--- config.mk ---
export PLATFORM = sky130hd
export DESIGN_NAME = stack_resolver
export DESIGN_NICKNAME = d
export VERILOG_FILES = /design/src/rtl/stack_resolver.sv
export SDC_FILE = /design/constraint.sdc
export NUM_CORES = 1
export LEC_CHECK = 0
export ABC_AREA = 1
export BUFFER_PORTS_ARGS = -buffer_cell sky130_fd_sc_hd__buf_4
export CAP_MARGIN = 20
export CORE_MARGIN = 1.5
export CORE_UTILIZATION = 59
export CTS_CLUSTER_DIAMETER = 80
export DETAILED_ROUTE_END_ITERATION = 7
export PLACE_DENSITY = 0.85
export SYNTH_ARGS = -nofsm -noshare
export SYNTH_HDL_FRONTEND = slang
export SYNTH_SLANG_ARGS = --single-unit
--- constraint.sdc ---
create_clock -name clk -period 6.2 [get_ports clk]
set_input_delay 0.31 -clock clk [delete_from_list [all_inputs] [get_ports clk]]
set_output_delay 0.31 -clock clk [all_outputs]
set_load 0.005 [all_outputs]
--- src/rtl/stack_resolver.sv ---
// Stacker game resolver: trims a stopped row against the row below, commits it
// to the stack grid, scores it, and hands the trimmed row back upstream.
module stack_resolver #(
    parameter int                 WIDTH      = 8,
    parameter int                 ROWS       = 8,
    parameter logic [WIDTH-1:0]   INIT_BLOCK = 8'b00111000
) (
    input  logic                     clk,
    input  logic                     rst,
    input  logic                     newGame,
    input  logic                     placeValid,
    input  logic [WIDTH-1:0]         placedRow,
    output logic [WIDTH-1:0]         nextBlock,
    output logic                     spawnReq,
    output logic                     busy,
    output logic [$clog2(ROWS):0]    level,
    output logic [7:0]               score,
    output logic [WIDTH*ROWS-1:0]    gridFlat,
    output logic                     gameOver,
    output logic                     gameWon
);

    localparam int IW = $clog2(ROWS);
    localparam int LW = IW + 1;

    typedef enum logic [2:0] {IDLE, WAIT, TRIM, COMMIT, CHECK, OVER, WON} state_t;

    state_t             state_q, state_d;
    logic [WIDTH-1:0]   grid_q [ROWS];
    logic [WIDTH-1:0]   grid_d [ROWS];
    logic [LW-1:0]      level_q, level_d;
    logic [7:0]         score_q, score_d;
    logic [WIDTH-1:0]   row_q, row_d;
    logic [WIDTH-1:0]   nextBlock_q, nextBlock_d;
    logic               spawn_q, spawn_d;
    logic               busy_q, busy_d;
    logic               over_q, over_d;
    logic               won_q, won_d;

    logic [LW-1:0]      belowLevel;
    logic [LW-1:0]      levelInc;
    logic [8:0]         ones;
    logic [8:0]         scoreSum;

    always_comb begin
        state_d     = state_q;
        grid_d      = grid_q;
        level_d     = level_q;
        score_d     = score_q;
        row_d       = row_q;
        nextBlock_d = nextBlock_q;
        spawn_d     = 1'b0;
        over_d      = over_q;
        won_d       = won_q;

        belowLevel = level_q - LW'(1);
        levelInc   = level_q + LW'(1);
        ones       = '0;
        for (int i = 0; i < WIDTH; i++) begin
            ones = ones + 9'(row_q[i]);
        end
        scoreSum = {1'b0, score_q} + ones;

        unique case (state_q)
            WAIT: begin
                if (placeValid) begin
                    row_d   = placedRow;
                    state_d = TRIM;
                end
            end
            TRIM: begin
                if (level_q != '0) begin
                    row_d = row_q & grid_q[belowLevel[IW-1:0]];
                end
                state_d = COMMIT;
            end
            COMMIT: begin
                grid_d[level_q[IW-1:0]] = row_q;
                level_d     = levelInc;
                score_d     = scoreSum[8] ? 8'hFF : scoreSum[7:0];
                nextBlock_d = row_q;
                // spawnReq is registered, so the continue decision is made one cycle early to land in CHECK
                spawn_d     = (row_q != '0) && (levelInc != LW'(ROWS));
                state_d     = CHECK;
            end
            CHECK: begin
                if (row_q == '0) begin
                    over_d  = 1'b1;
                    state_d = OVER;
                end else if (level_q == LW'(ROWS)) begin
                    won_d   = 1'b1;
                    state_d = WON;
                end else begin
                    state_d = WAIT;
                end
            end
            default: begin
                state_d = state_q;
            end
        endcase

        if (newGame) begin
            for (int r = 0; r < ROWS; r++) begin
                grid_d[r] = '0;
            end
            level_d     = '0;
            score_d     = '0;
            row_d       = '0;
            nextBlock_d = INIT_BLOCK;
            spawn_d     = 1'b1;
            over_d      = 1'b0;
            won_d       = 1'b0;
            state_d     = WAIT;
        end

        busy_d = (state_d == TRIM) || (state_d == COMMIT) || (state_d == CHECK);
    end

    always_ff @(posedge clk) begin
        if (rst) begin
            state_q <= IDLE;
            for (int r = 0; r < ROWS; r++) begin
                grid_q[r] <= '0;
            end
            level_q     <= '0;
            score_q     <= '0;
            row_q       <= '0;
            nextBlock_q <= INIT_BLOCK;
            spawn_q     <= 1'b0;
            busy_q      <= 1'b0;
            over_q      <= 1'b0;
            won_q       <= 1'b0;
        end else begin
            state_q     <= state_d;
            grid_q      <= grid_d;
            level_q     <= level_d;
            score_q     <= score_d;
            row_q       <= row_d;
            nextBlock_q <= nextBlock_d;
            spawn_q     <= spawn_d;
            busy_q      <= busy_d;
            over_q      <= over_d;
            won_q       <= won_d;
        end
    end

    for (genvar r = 0; r < ROWS; r++) begin : g_flat
        assign gridFlat[r*WIDTH +: WIDTH] = grid_q[r];
    end

    assign nextBlock = nextBlock_q;
    assign spawnReq  = spawn_q;
    assign busy      = busy_q;
    assign level     = level_q;
    assign score     = score_q;
    assign gameOver  = over_q;
    assign gameWon   = won_q;

endmodule

After elaboration in Yosys (flattened, before gate mapping) --
Index checks and enable logic that the tools add are counted.
Operators by class: bitwise logic cells 4, order comparisons 3, $add $sub $neg 10, equal/unequal tests 11, reduce and logical (&&, ||, !) cells 12, multiplexer cells 17
Operator list (number):
- bitwise mux 64 bit | 1
- 2-to-1 mux 8 bit | 6
- binary-select mux 8 bit (select 3 bit) | 1
- demux 8 bit (select 3 bit) | 1
- case mux 8 bit (2 select lines) | 1
- == test 3 x 2 -> 1 bit, second input constant | 4
- 2-to-1 mux 3 bit | 4
- case mux 3 bit (4 select lines) | 1
- adder 8 x 8 -> 9 bit | 1
- adder 7 x 1 -> 8 bit | 1
- bitwise AND 8 bit | 1
- >= comparator 4 bit, second input constant | 2
- logical NOT 8 bit | 1
- inverter 3 -> 4 bit | 2
- nonzero test 8 bit | 1
- adder 6 x 1 -> 7 bit | 1
- adder 5 x 1 -> 6 bit | 1
- == test 3 bit, second input constant | 2
- AND reduction 3 bit | 2
- adder 4 x 1 -> 5 bit | 1
- adder 3 x 1 -> 4 bit | 1
- adder 4 x 1 -> 4 bit, second input constant | 1
- == test 4 bit, second input constant | 1
- less-than comparator 4 x 1 -> 1 bit, second input constant | 1
- other kinds (14) | 18
Storage, ports and cells: register bits after elaboration 99, input bits 12

Depth between registers and ports, before layout --
Gate-level depths: netlist (run 1).
depth after elaboration 9, mapped depth 13, gate-level depth less buffers 13

Least setup slack after synthesis (run 1) --
Ideal clock, no wire load.
kind flip-flop to flip-flop, start register score_q[0], in the netlist score[0], end register score_q[6], in the netlist score[6], cell stages (with the launch flop) 13, path slack 3.135 ns, data arrival time 2.928 ns, buffers on the path 0, data required time 6.063 ns, clock period less this slack 3.065 ns, cells stage by stage dfxtp_1 fa_1 inv_1 fa_1 fa_1 fa_1 inv_1 fa_1 nand3_1 nand2_1 nand4_1 xor2_1 a21oi_1
Between the ends: longest elaborated chain between the ends 2
Ends and longest elaborated chain:
- from (decl) | RTL line 32 | logic [7:0] score_q, score_d;
- from (signal assigned) | RTL line 137 | score_q <= score_d;
- adder 8 x 8 -> 9 bit | RTL line 62 | scoreSum = {1'b0, score_q} + ones;
- 2-to-1 mux 8 bit | RTL line 80 | score_d = scoreSum[8] ? 8'hFF : scoreSum[7:0];
Every way passes these cells. A chain may end at the register's enable or synchronous reset.

Worst setup path in the final report (run 1) --
start register row_q[2], end register score_q[6], in the netlist score[6]
Between the ends: longest elaborated chain between the ends 8
Ends and longest elaborated chain:
- from (decl) | RTL line 33 | logic [WIDTH-1:0] row_q, row_d;
- from (signal assigned) | RTL line 138 | row_q <= row_d;
- adder 2 x 1 -> 3 bit | RTL line 60 | ones = ones + 9'(row_q[i]);
- adder 3 x 1 -> 4 bit | RTL line 60
- adder 4 x 1 -> 5 bit | RTL line 60
- adder 5 x 1 -> 6 bit | RTL line 60
- adder 6 x 1 -> 7 bit | RTL line 60
- adder 7 x 1 -> 8 bit | RTL line 60
- adder 8 x 8 -> 9 bit | RTL line 62
- 2-to-1 mux 8 bit | RTL line 80
Every way passes these cells.

==> results of run 1 <==
-- cells in the mapped netlist (4+ instances only) --
library cell,count
nand2_1,120
buf_6,7
inv_2,4
nand3_1,62
inv_1,87
o21ai_1,12
buf_2,13
fa_1,5
nand4_1,4
dfxtp_1,99
o21ai_0,61
clkbuf_1,15
nand3_2,5
a21oi_1,78
ha_1,8
nor2_1,45
a21oi_2,5
-- state kept, by name, summed over array words and instances, names as in the netlist --
signal and count:
gridFlat 64, nextBlock 8, row_q 8, score 8, level 4, state_q 3, busy 1, gameOver 1
gameWon 1, spawnReq 1
-- placed cells by master (no fill, tap or decap), drive strengths merged, types with 8 or more instances in the layout --
cell    count
buf       103
a21oi      83
inv        96
dfxtp      99
nor2       51
o21ai      75
ha          8
nand2     126
nand3      67
clkbuf     10
-- kinds of logic (layout without fill, tap and decap cells) --
family	count (synthesis)	after routing	share of synthesized area, %
adders and majority gates	13	13	4.08
and+or+nand+nor	255	255	24.7
DFF	99	99	40.4
xor gates and xnor gates	4	4	0.715
AOI/OAI and AO/OA	168	168	18.5
buffers and inverters	130	211	11.6
-- worst max path at each step --
stage,slack [ns],end,from
final,2.59,score[6],row_q[2]
after global routing,2.39,score[4],row_q[2]
after CTS,2.59,score[6],row_q[2]
after detailed placement,2.65,score[6],row_q[2]
after global placement,2.84,score[6],row_q[2]
after floorplan,3.13,score[6],score[0]
-- layout make-up --
cell class	instances	area, um2
Sequential cell	99	1980
Fill cell	686	2330
Timing Repair Buffer	103	773
Tap cell	105	131
Clock buffer	10	138
Clock inverter	6	70.1
Multi-Input combinational cell	440	2360
Inverter	92	348
-- metrics by stage --
stage / total power, uW / cell area, um2 / utilization, % / setup WS [ns] / cells
2_1_floorplan: 707 / 4900 / - / 3.13 / 669
3_3_place_gp: 729 / 5590 / 68.7 / 2.84 / 839
3_5_place_dp: 730 / 5590 / 68.7 / 2.65 / 839
4_1_cts: 1160 / 5800 / 71.3 / 2.59 / 855
5_1_grt: 1190 / 5800 / 71.3 / 2.39 / 855
6_report: 1170 / 5800 / 71.3 / 2.59 / 855
-- power by group through the flow --
stage	clock network [uW]	logic, uW	registers [uW]
after floorplan	0	50.4	657
after global placement	0	69.6	659
after detailed placement	0	70.6	659
after CTS	444	71.0	645
after global routing	470	79.4	645
final	449	71.7	645
-- per-layer routing --
metal,vias to the layer above,wire length [um]
met5,-,0
met4,0,412
met3,31,1050
met2,209,6930
li1,2326,-
met1,2218,6030
==> results.cfg, run 1 <==
[clock_tree]
holdBufCountCts = 0
cts_buffers = 9
clockRootBuffer = clkbuf_8
clkTransAtPathRegs_ns = 0.10
clk_latency_ns = 0.37
post_cts_resized = 0
cts.path.max_buffers = 2
cts.repair_timing.setup_buffer_count = 0
h-tree-depth = 3
cts_tree = done
clkSinkCount = 99

[floorplanning]
floorplan.die.width_um = 94.2
height_of_the_chip_um = 94.2
placement_rows = 33
die_area_um2 = 8860
initial_utilization_pct = 60.3
ioPinCount = 100
core_area_um2 = 8130

[setup_path]
slowest_stage = dfxtp_1
timing.critical_path.to_type = flip-flop
worstPathMaxFanout = 12
critPathMostFrequentCell = fa_1
rr_endpoint = score[6]
crit_required_ns = 6.42
cp-start-kind = flip-flop
setup.worst_path.class = flip-flop to flip-flop
worstReg2RegStart = row_q[2]
cp_slowest_stage_delay_ns = 0.63
worstPathCellList = fa_1 > inv_1 > fa_1 > fa_1 > fa_1 > inv_1 > fa_1 > nand3_1 > nand2_1 > nand4_1 > xor2_1 > a21oi_1
critical_path_buffer_and_inverter_count = 2
worst-endpoint-arrival_ns = 3.83
setup.reg_to_reg.worst_slack_ns = 2.59
critical_path_depth = 12
worst-r2r-cell-count = 12
worst_path_dominant_cell_family = adder cells

[yosys]
yosys.cell_types.count = 38
synthesis.area_um2 = 4900
synth_top_cell_by_area = dfxtp_1
synth_top_area_share_pct = 40.4
yosys_warnings = 0
synthTopCellsByArea = dfxtp_1 40%, nand2_1 9.2%, a21oi_1 8.0%
synthesis.area_per_instance_um2 = 7.33
edff_count_synth = 0
syn-instance-count = 669
synth_async_sr_flop_share_pct = 0
mapped_nets = 694
synth-seq-area-share_pct = 40.4
synth-seq-cells = 99
yosys_most_used_dff = dfxtp_1

[global_route]
grt_first_pass_wirelength_mm = 22.6
gr-total-overflow = 0
met2_usage_pct = 55.7
maximum_number_of_pins_on_one_net_before_global_route_repair = 77
grt_pass1_vias = 4492
busiest_layer = met2
track_usage_pct = 33.4
antenna_found_initial = 0
globalRouteMet1Util_pct = 42.2
grt_util_met3_pct = 5.83

[power]
seqPwrFrac_pct = 55.3
static-leakage-power_uw = 0.00249
power.switching_uw = 299
comb_power_share_pct = 6.2
cell_internal_pwr_uw = 867
power_density_nw_per_um2 = 201
max_rail_drop_vdd_mv = 0.114
pwr-share-clk_pct = 38.5
power.switching_fraction_pct = 25.7

[sta]
worst_slew_pin_slew_ns = 0.932
timing.clock.skew_ns = 0.0144
timing.final.max_slew_violations = 0
fin_worst_hold_slack_ns = 0.139
max_clock_freq_mhz = 277
crit_path_time_final_ns = 3.61
final_period_utilization_pct = 58.3
post_route_setup_tns_ns = 0
rsz0062_at_grt = false
timing.final.setup_violations = 0
hold_violations = 0
slew-limit-headroom_pct = 37.9

[min_path]
hp_start = rst
hold_crit_class = input pin to flip-flop
min_to = state_q[1]
min_path_cells = 2

[drt]
drt-vias-per-instance = 5.60
detail_route.iter0.violations = 282
antenna_violating_nets_post_route = 0
finalWirelength_mm = 14.4
via_count = 4784
remaining_drc_errors = 0
first_pass_iters = 5
drt-wirelength-per-cell_um = 16.9

[finish]
area_growth_syn_to_layout_pct = 18.3
post_route_cells_drive_above_1_share_pct = 20.4
antenna_cells_inserted = 0
final_nets = 770

[outcome]
status = complete, no violations

[placement]
post-dp-hpwl_mm = 10.2
globalplace.congestion = 0.871
port_buffers = 99

[run]
reported_max_cap_violation_count = 0
Note: power is estimated with default switching activity, not from simulation.
==> run 2, diff against run 1 <==
--- a/config.mk
+++ b/config.mk
@@ -9,10 +9,10 @@
 export BUFFER_PORTS_ARGS = -buffer_cell sky130_fd_sc_hd__buf_4
 export CAP_MARGIN = 20
 export CORE_MARGIN = 1.5
-export CORE_UTILIZATION = 59
+export CORE_UTILIZATION = 55
 export CTS_CLUSTER_DIAMETER = 80
 export DETAILED_ROUTE_END_ITERATION = 7
-export PLACE_DENSITY = 0.85
+export PLACE_DENSITY = 0.8
 export SYNTH_ARGS = -nofsm -noshare
 export SYNTH_HDL_FRONTEND = slang
 export SYNTH_SLANG_ARGS = --single-unit
==> constraint.sdc (replaced) <==
create_clock -name clk -period 3.59 [get_ports clk]
set_input_delay 0.1795 -clock clk [delete_from_list [all_inputs] [get_ports clk]]
set_output_delay 0.1795 -clock clk [all_outputs]
set_load 0.005 [all_outputs]
==> run 2 against run 1 <==
  * Largest cell class unchanged
  * Via count up 0.54%
  * Flip-flop and latch count did not move
  * Routed wire length is 4.8% lower
  * Sequential power rose by 72%
==> results.cfg, run 2 (synthesis gave the netlist of run 1 again) <==
[finish]
most_frequent_cells_in_the_layout = 120 x nand2_1, 109 x buf_4, 99 x dfxtp_1, 87 x inv_1, 78 x a21oi_1
nFillCells = 770
final_nets = 776
area_growth_syn_to_layout_pct = 19.2
antenna_cells_inserted = 0
final_common_cell = nand2_1
post_route_cells_drive_above_1_share_pct = 20.8
flip_flop_count_of_the_largest_register_after_layout = 64

[sta]
worst_slew_pin_slew_ns = 0.791
timing.clock.skew_ns = 0.0146
timing.final.max_slew_violations = 0
hold_violations = 0
setup_slack_ns = 0.318
fin_worst_hold_slack_ns = 0.0176
timing.final.setup_violations = 0
final_period_utilization_pct = 91.1
rsz0062_at_grt = false
slew-limit-headroom_pct = 47.2
max_clock_freq_mhz = 306
crit_path_time_final_ns = 3.27
post_route_setup_tns_ns = 0

[drt]
first_pass_iters = 5
remaining_drc_errors = 0
detail_route.iter0.violations = 433
antenna_violating_nets_post_route = 0
finalWirelength_mm = 13.7
drt-vias-per-instance = 5.57
drt-wirelength-per-cell_um = 15.9
via_count = 4810

[clock_tree]
post_cts_resized = 0
cts.path.max_buffers = 2
cts.repair_timing.setup_buffer_count = 0
clkTransAtPathRegs_ns = 0.09
h-tree-depth = 3
holdBufCountCts = 0
cts_tree = done
clk_latency_ns = 0.37
clkSinkCount = 99
cts_buffers = 9
clockRootBuffer = clkbuf_8

[floorplanning]
core_area_um2 = 8680
placement_rows = 34
height_of_the_chip_um = 97.4
initial_utilization_pct = 56.5
die_area_um2 = 9490
floorplan.die.width_um = 97.4
ioPinCount = 100

[global_route]
grt_first_pass_wirelength_mm = 22.0
grt_pass1_vias = 4466
antenna_found_initial = 0
gr-total-overflow = 0
maximum_number_of_pins_on_one_net_before_global_route_repair = 77
track_usage_pct = 28.8

[setup_path]
timing.critical_path.to_type = flip-flop
worstPathMaxFanout = 4
cp-start-kind = flip-flop
setup.worst_path.class = flip-flop to flip-flop
worst-endpoint-arrival_ns = 3.49
worst-r2r-cell-count = 12
crit_required_ns = 3.80

[min_path]
min_path_cells = 2
hold_crit_class = input pin to flip-flop

[outcome]
status = complete, no violations

[placement]
detailedPlace.worstSlack_ns = 0.319
port_buffers = 99
globalplace.congestion = 0.987
post-dp-hpwl_mm = 9.74

[power]
power_density_nw_per_um2 = 340
max_rail_drop_vdd_mv = 0.219
static-leakage-power_uw = 0.00251

[run]
reported_max_cap_violation_count = 0
==> run 2: cell count changes in the layout (fill, tap and decap cells not counted) <==
cell | before | now
clkbuf_8 | 10 | 11
buf_4 | 103 | 109
clkinvlp_4 | 0 | 1
inv_6 | 4 | 1
clkinv_2 | 1 | 0
clkbuf_1 | 0 | 1
==> run 2: cell type report <==
class,instances,area [um2],area share (%)
timing repair buffer,109,818,14.0
sequential,99,1980,33.9
multi-input combinational,440,2360,40.4
inverter,92,348,5.95
clock inverter,3,46.3,0.792
tap,108,135,2.31
clock buffer,12,155,2.66
==> run 2: worst max-delay path: stages, from the launching register on <==
cell	delay (ns)
dfxtp_1	0.35
fa_1	0.53
inv_1	0.05
fa_1	0.50
fa_1	0.44
fa_1	0.39
inv_1	0.11
fa_1	0.21
nand3_1	0.08
nand2_1	0.14
nand4_1	0.11
xor2_1	0.14
a21oi_1	0.08
==> run 2: through the flow <==
stage          total power (uW)  cells  area [um2]  util (%)
2_1_floorplan              1220    669        4900         -
3_3_place_gp               1260    848        5640      65.0
3_5_place_dp               1260    848        5640      65.0
4_1_cts                    1990    863        5840      67.3
5_1_grt                    2060    863        5840      67.3
6_report                   1990    863        5840      67.3
==> run 2: metal layers <==
layer | vias up | track usage [%] | routed length, um
met5 | - | 0 | 0
met4 | 0 | 14.0 | 516
met3 | 39 | 4.60 | 994
met2 | 211 | 47.2 | 6470
met1 | 2232 | 37.1 | 5760
li1 | 2328 | - | -
==> run 2: worst paths after layout <==
kind                               start    endpoint  slack [ns]
worst min-delay path                 rst  state_q[1]        0.02
worst max-delay path            score[0]    score[6]        0.32
worst min register to register   gameWon     gameWon        0.47
worst max register to register  score[0]    score[6]        0.32
==> run 2: where the power goes <==
group	internal, uW	switching (uW)
Combinational	43.3	82.9
Clock	360	392
Sequential	1100	6.27
